==> src/rtl/dmem_responder.sv <==
`default_nettype none
// ============================================================================
// Module   : dmem_responder
// Brief    : Target end of the stb/cyc/write/byte-enable data-memory bus.
//            Single outstanding request, fixed LATENCY cycles from accept to
//            a one-cycle dmem_resp pulse, backed by a 2**ADDR_BITS x 16 SRAM.
// Options  : DMEM_RESPONDER_OOR_ERR_EN - adds dmem_err; requests with address
//            bits above ADDR_BITS set complete with dmem_err, no write and
//            rdata forced to zero. Undefined: those addresses alias.
// Revision : 1.0 - initial release
// ============================================================================
module dmem_responder #(
   parameter int ADDR_BITS = 8,
   parameter int LATENCY   = 2
) (
   input  logic        clk,
   input  logic        rst,
   input  logic        dmem_action_cyc,
   input  logic        dmem_action_stb,
   input  logic        dmem_write,
   input  logic [1:0]  dmem_byte_enable,
   input  logic [15:0] dmem_address,
   input  logic [15:0] dmem_wdata,
   output logic [15:0] dmem_rdata,
`ifdef DMEM_RESPONDER_OOR_ERR_EN
   output logic        dmem_err,
`endif
   output logic        dmem_resp
);

   localparam int         c_DEPTH  = 1 << ADDR_BITS;
   localparam logic [3:0] c_LAT_M1 = 4'(LATENCY - 1);

   typedef enum logic [1:0] {
      S_IDLE = 2'd0,
      S_WAIT = 2'd1,
      S_RESP = 2'd2
   } state_t;

   state_t                 r_state;
   logic [3:0]             r_cnt;
   logic [ADDR_BITS-1:0]   r_idx;
   logic                   r_write;
   logic [1:0]             r_be;
   logic [15:0]            r_wdata;
   logic [15:0]            r_mem [0:c_DEPTH-1];

   logic                   w_accept;
   logic                   w_access;
   logic                   w_mem_we;
   logic                   w_oor;

   // Bit 0 is a byte select the word-wide SRAM never needs.
   logic                   w_unused_addr;
   assign w_unused_addr = dmem_address[0];

   // A request is accepted only from IDLE; RESP deliberately ignores stb.
   assign w_accept = (r_state == S_IDLE) && dmem_action_cyc && dmem_action_stb;

   // The access happens on the WAIT-to-RESP edge; cyc low there is an abort.
   assign w_access = (r_state == S_WAIT) && dmem_action_cyc && (r_cnt == 4'd0);

   // Upper address bits beyond the SRAM index mark an out-of-range request.
   assign w_oor = |(dmem_address >> (ADDR_BITS + 1));

`ifdef DMEM_RESPONDER_OOR_ERR_EN
   logic r_oor;

   // Latch the range verdict with the rest of the request.
   always_ff @(posedge clk or posedge rst) begin
      if (rst) begin
         r_oor <= 1'b0;
      end else if (w_accept) begin
         r_oor <= w_oor;
      end
   end

   assign w_mem_we = w_access && r_write && !r_oor;
`else
   logic w_unused_oor;
   assign w_unused_oor = w_oor;
   assign w_mem_we     = w_access && r_write;
`endif

   // Request sequencing: accept, count down the latency, respond once.
   always_ff @(posedge clk or posedge rst) begin
      if (rst) begin
         r_state    <= S_IDLE;
         r_cnt      <= 4'd0;
         r_idx      <= '0;
         r_write    <= 1'b0;
         r_be       <= 2'b00;
         r_wdata    <= 16'h0000;
         dmem_rdata <= 16'h0000;
         dmem_resp  <= 1'b0;
`ifdef DMEM_RESPONDER_OOR_ERR_EN
         dmem_err   <= 1'b0;
`endif
      end else begin
         dmem_resp <= 1'b0;
`ifdef DMEM_RESPONDER_OOR_ERR_EN
         dmem_err  <= 1'b0;
`endif
         case (r_state)
            S_IDLE: begin
               if (w_accept) begin
                  r_idx   <= dmem_address[ADDR_BITS:1];
                  r_write <= dmem_write;
                  r_be    <= dmem_byte_enable;
                  r_wdata <= dmem_wdata;
                  r_cnt   <= c_LAT_M1;
                  r_state <= S_WAIT;
               end
            end
            S_WAIT: begin
               if (!dmem_action_cyc) begin
                  r_state <= S_IDLE;
               end else if (r_cnt == 4'd0) begin
                  r_state <= S_RESP;
`ifdef DMEM_RESPONDER_OOR_ERR_EN
                  if (r_oor) begin
                     dmem_err   <= 1'b1;
                     dmem_rdata <= 16'h0000;
                  end else begin
                     dmem_resp <= 1'b1;
                     if (!r_write) begin
                        dmem_rdata <= r_mem[r_idx];
                     end
                  end
`else
                  dmem_resp <= 1'b1;
                  if (!r_write) begin
                     dmem_rdata <= r_mem[r_idx];
                  end
`endif
               end else begin
                  r_cnt <= r_cnt - 4'd1;
               end
            end
            S_RESP: begin
               r_state <= S_IDLE;
            end
            default: begin
               r_state <= S_IDLE;
            end
         endcase
      end
   end

   // SRAM byte-lane writes; contents intentionally survive reset.
   always_ff @(posedge clk) begin
      if (w_mem_we) begin
         if (r_be[0]) begin
            r_mem[r_idx][7:0] <= r_wdata[7:0];
         end
         if (r_be[1]) begin
            r_mem[r_idx][15:8] <= r_wdata[15:8];
         end
      end
   end

endmodule
`default_nettype wire

==> config.mk <==
export PLATFORM = sky130hd
export DESIGN_NAME = dmem_responder
export DESIGN_NICKNAME = d
export VERILOG_FILES = /design/src/rtl/dmem_responder.sv
export SDC_FILE = /design/constraint.sdc
export NUM_CORES = 2
export LEC_CHECK = 0
export BUFFER_PORTS_ARGS = -buffer_cell sky130_fd_sc_hd__buf_2
export CORE_MARGIN = 4
export CORE_UTILIZATION = 60
export DETAILED_ROUTE_END_ITERATION = 8
export PLACE_DENSITY = 0.75
export RECOVER_POWER = 50
export SLEW_MARGIN = 20
export SYNTH_ARGS = -nofsm -noshare
export SYNTH_HDL_FRONTEND = slang
export SYNTH_SLANG_ARGS = --single-unit
==> constraint.sdc <==
create_clock -name clk -period 11.4 [get_ports clk]
set_clock_uncertainty 0.1 [all_clocks]
set_input_delay 2.28 -clock clk [delete_from_list [all_inputs] [get_ports clk]]
set_output_delay 2.28 -clock clk [all_outputs]
set_load 0.01 [all_outputs]
==> impl_metrics.tcl <==
set metrics [dict create \
    cp_slowest_stage_delay_ps 2860 \
    detailedPlace.worstSlack_ps 5224 \
    slowest_stage "clkbuf_1" \
    violations "DRC, capacitance limit, slew limit" \
    die_h_microns 525.3 \
    final_cells 11630 \
    fmax_mhz 133.2 \
    final_antenna_net_count 0 \
    wl_per_cell_microns 35.76 \
    start_util_pct 60.40 \
    synth_compound_area_share_pct 2.335 \
    layout_setup_ws_ps 3893 \
    gr-usage-all-layers_pct 30.11 \
    rows 189 \
    ir_drop_mv 0.1975 \
    totalNegativeSetupSlack_ps 0 \
    dp_hpwl_microns 237500 \
    crit_path_max_fanout 84 \
    finalHoldViolCount 0 \
    path_common_cell "clkbuf_1" \
    synthArstFlopShare_pct 1.206 \
    synth.area.mux_share_pct 15.95 \
    place.gp.congestion 0.8612 \
    overflow 0 \
    power.density_nw_per_um2 216.9 \
    io_buffer_count 47 \
    cts_hold_buffers 0 \
    worstPathCellList "clkbuf_1, clkbuf_1" \
    synthAdderAreaFrac_pct 0.007793 \
    htree_levels 5 \
    p_leak_nw 54.75 \
    finalCriticalPeriod_ps 7507 \
    ys_ff_latch 4146 \
    grt_pass1_vias 81710 \
    tightest_slew_ps 4933 \
    avgSynthCellArea_sq_um 21.10 \
    drt-pass1-iter-count 9 \
    yosys.area_share.simple_pct 2.858 \
    synth-edff-count 4096 \
    netlist_area_sq_um 160500 \
    synth.distinct_cells 64 \
    status "finished, violations left" \
    dp_cells 10896 \
    drt_iter0_drc 12253 \
    area_growth_pct 10.55 \
    vias_per_cell 6.998 \
    die_w_microns 525.3 \
    layout.nets 7807 \
    synth_top_family_by_area "multiplexers" \
    drv_slew 2849 \
    clk_pin_slew_worst_paths_ps 60 \
    synthCells 7609 \
    finalSetupViolations 0 \
    yosys_warnings 0 \
    synth_nets 7649 \
    hold_path.class "flip-flop to flip-flop" \
    synthXorXnorAreaFrac_pct 0.01091 \
    grt_first_pass_wirelength_microns 596000 \
    post-route-drc-count 1 \
    wl_microns 415900 \
    fillers 16217 \
    relSlewSlack_pct -228.9 \
    antenna_found_initial 24 \
    dieArea_sq_um 275900 \
    cp.required_ps 11410 \
    cts_made_buffers 399 \
    cts_resized 0 \
    cts.sinks 4146 \
    clockBufferDepth 4 \
    root_buffer "clkbuf_16" \
    grt_max_degree 205 \
    crit_type "flip-flop to flip-flop" \
    final_util_pct 66.77 \
    ios 56 \
    coreArea_sq_um 265800 \
    clk_latency_ps 920 \
    cap_violations 38 \
    arrival_ps 7520 \
    vias 81384 \
    min_period_over_period_pct 65.85 \
    drive_gt1_share_pct 22.83 \
    end_kind "flip-flop" \
    rsz0062_at_grt "no" \
    start_kind "flip-flop" \
    ys_seq_area_share_pct 77.39 \
    whs_ps 409.6 \
    yosys_most_used_dff "edfxtp_1" \
    cts_tree "done" \
    cts_setup_buffers 0 \
]
## cell type report
cell class                 instances  area [sq um]  share of cell area, %
timing repair buffer             216          1629                 0.9179
antenna                           11         27.53                0.01551
tap                             3533          4420                  2.491
sequential                      4146        124300                  70.02
multi-input combinational       2994         34090                  19.21
inverter                          10         56.30                0.03172
clock buffer                     495         10660                  6.004
clock inverter                   225          2323                  1.309
## worst max-delay path, delay by kind of cell, from the launching register on
kind	cells	cell delay [ps]
flip-flops	1	1110
buffers and inverters	2	5350
## per-stage QoR
step           power [mW]  area (sq um)
2_1_floorplan       22.84        160500
3_3_place_gp        25.13        164600
3_5_place_dp        25.31        164600
4_1_cts             38.32        177600
5_1_grt             39.50        177500
6_report            38.49        177500
## synth_stat cells, drive strengths merged (12+ instances only)
master     n  area share [%]
a32oi     82            0.45
a22oi     52            0.24
nor3      24           0.075
and3      19           0.074
mux2      83            0.58
o21ai     94            0.29
a21oi    118            0.37
o22ai     58            0.23
a31oi     38            0.15
clkbuf   180            0.42
dfrtp     50            0.78
nor4      17           0.066
nor2     569             1.3
a22o      12           0.065
edfxtp  4096              77
o22a      21            0.11
mux2i    260             1.6
mux4     980              14
buf      279             1.0
nand3     82            0.26
nand2    346            0.81
nor2b     13           0.051
## power breakdown
group          internal [mW]  switching, mW
logic                   2.24           4.51
clock network           7.66           5.58
registers               18.1          0.437
total                   28.0           10.5
## layer usage
metal	part of all wire, %	track usage (%)	wire length (microns)	vias to the layer above
met5	0.025	0	103	-
met4	6.1	15.10	25270	16
met3	12	7.491	49700	1171
met2	47	46.02	195700	5839
met1	35	41.17	145200	42443
li1	-	-	-	31915
## state kept, by name, summed over array words and instances, names as in the netlist, 2 cells and up
name,cells
dmem_rdata,16
r_be,2
r_cnt,4
r_idx,8
r_mem,4096
r_state,2
r_wdata,16
## cell usage in the layout, fill, tap and decap left out, types with 7 or more instances in the layout
master and n:
dfrtp_1 42, and3_1 19, clkbuf_1 101, clkbuf_8 14
o22ai_1 58, diode_2 11, a22o_1 12, clkinvlp_4 10
o221ai_1 8, clkinv_1 91, a32o_1 9, o211ai_1 10
clkbuf_16 407, nand4_1 10, a22oi_1 52, nor4_1 17
o22a_1 21, mux4_2 980, a31oi_1 38, edfxtp_1 4096
mux2i_1 260, o21ai_0 94, a221oi_1 9, nand2_1 343
buf_12 17, bufinv_16 46, a21oi_1 118, a211o_1 7
buf_2 46, mux2_2 83, clkinv_2 58, a32oi_1 82
nand3_1 78, inv_6 10, nor3_1 23, buf_4 123
nor2_1 566
## cell families (layout without fill, tap and decap cells)
logic type,count (synthesis),count (layout)
adders and majority gates,1,1
xor gates and xnor gates,2,2
muxes,1323,1323
and+or+nand+nor,1114,1114
other,0,11
AOI/OAI and AO/OA,554,554
DFF,4146,4146
buffers and inverters,469,946
## path summary, 6_finish.rpt
kind	startpoint	endpoint	slack [ps]	depth (start not counted)
worst max register to register	r_wdata[10]$_DFFE_PP0P_	r_mem[136][10]$_DFFE_PP_	3890	2
max in group asynchronous	rst	r_idx[6]$_DFFE_PP0P_	5650	3
worst min register to register	r_be[1]$_DFFE_PP0P_	r_be[1]$_DFFE_PP0P_	410	1
worst max-delay path	r_wdata[10]$_DFFE_PP0P_	r_mem[136][10]$_DFFE_PP_	3890	2
worst min-delay path	r_be[1]$_DFFE_PP0P_	r_be[1]$_DFFE_PP0P_	410	1
min in group asynchronous	rst	r_wdata[0]$_DFFE_PP0P_	2780	3
Power figures use the tool's default switching activity.
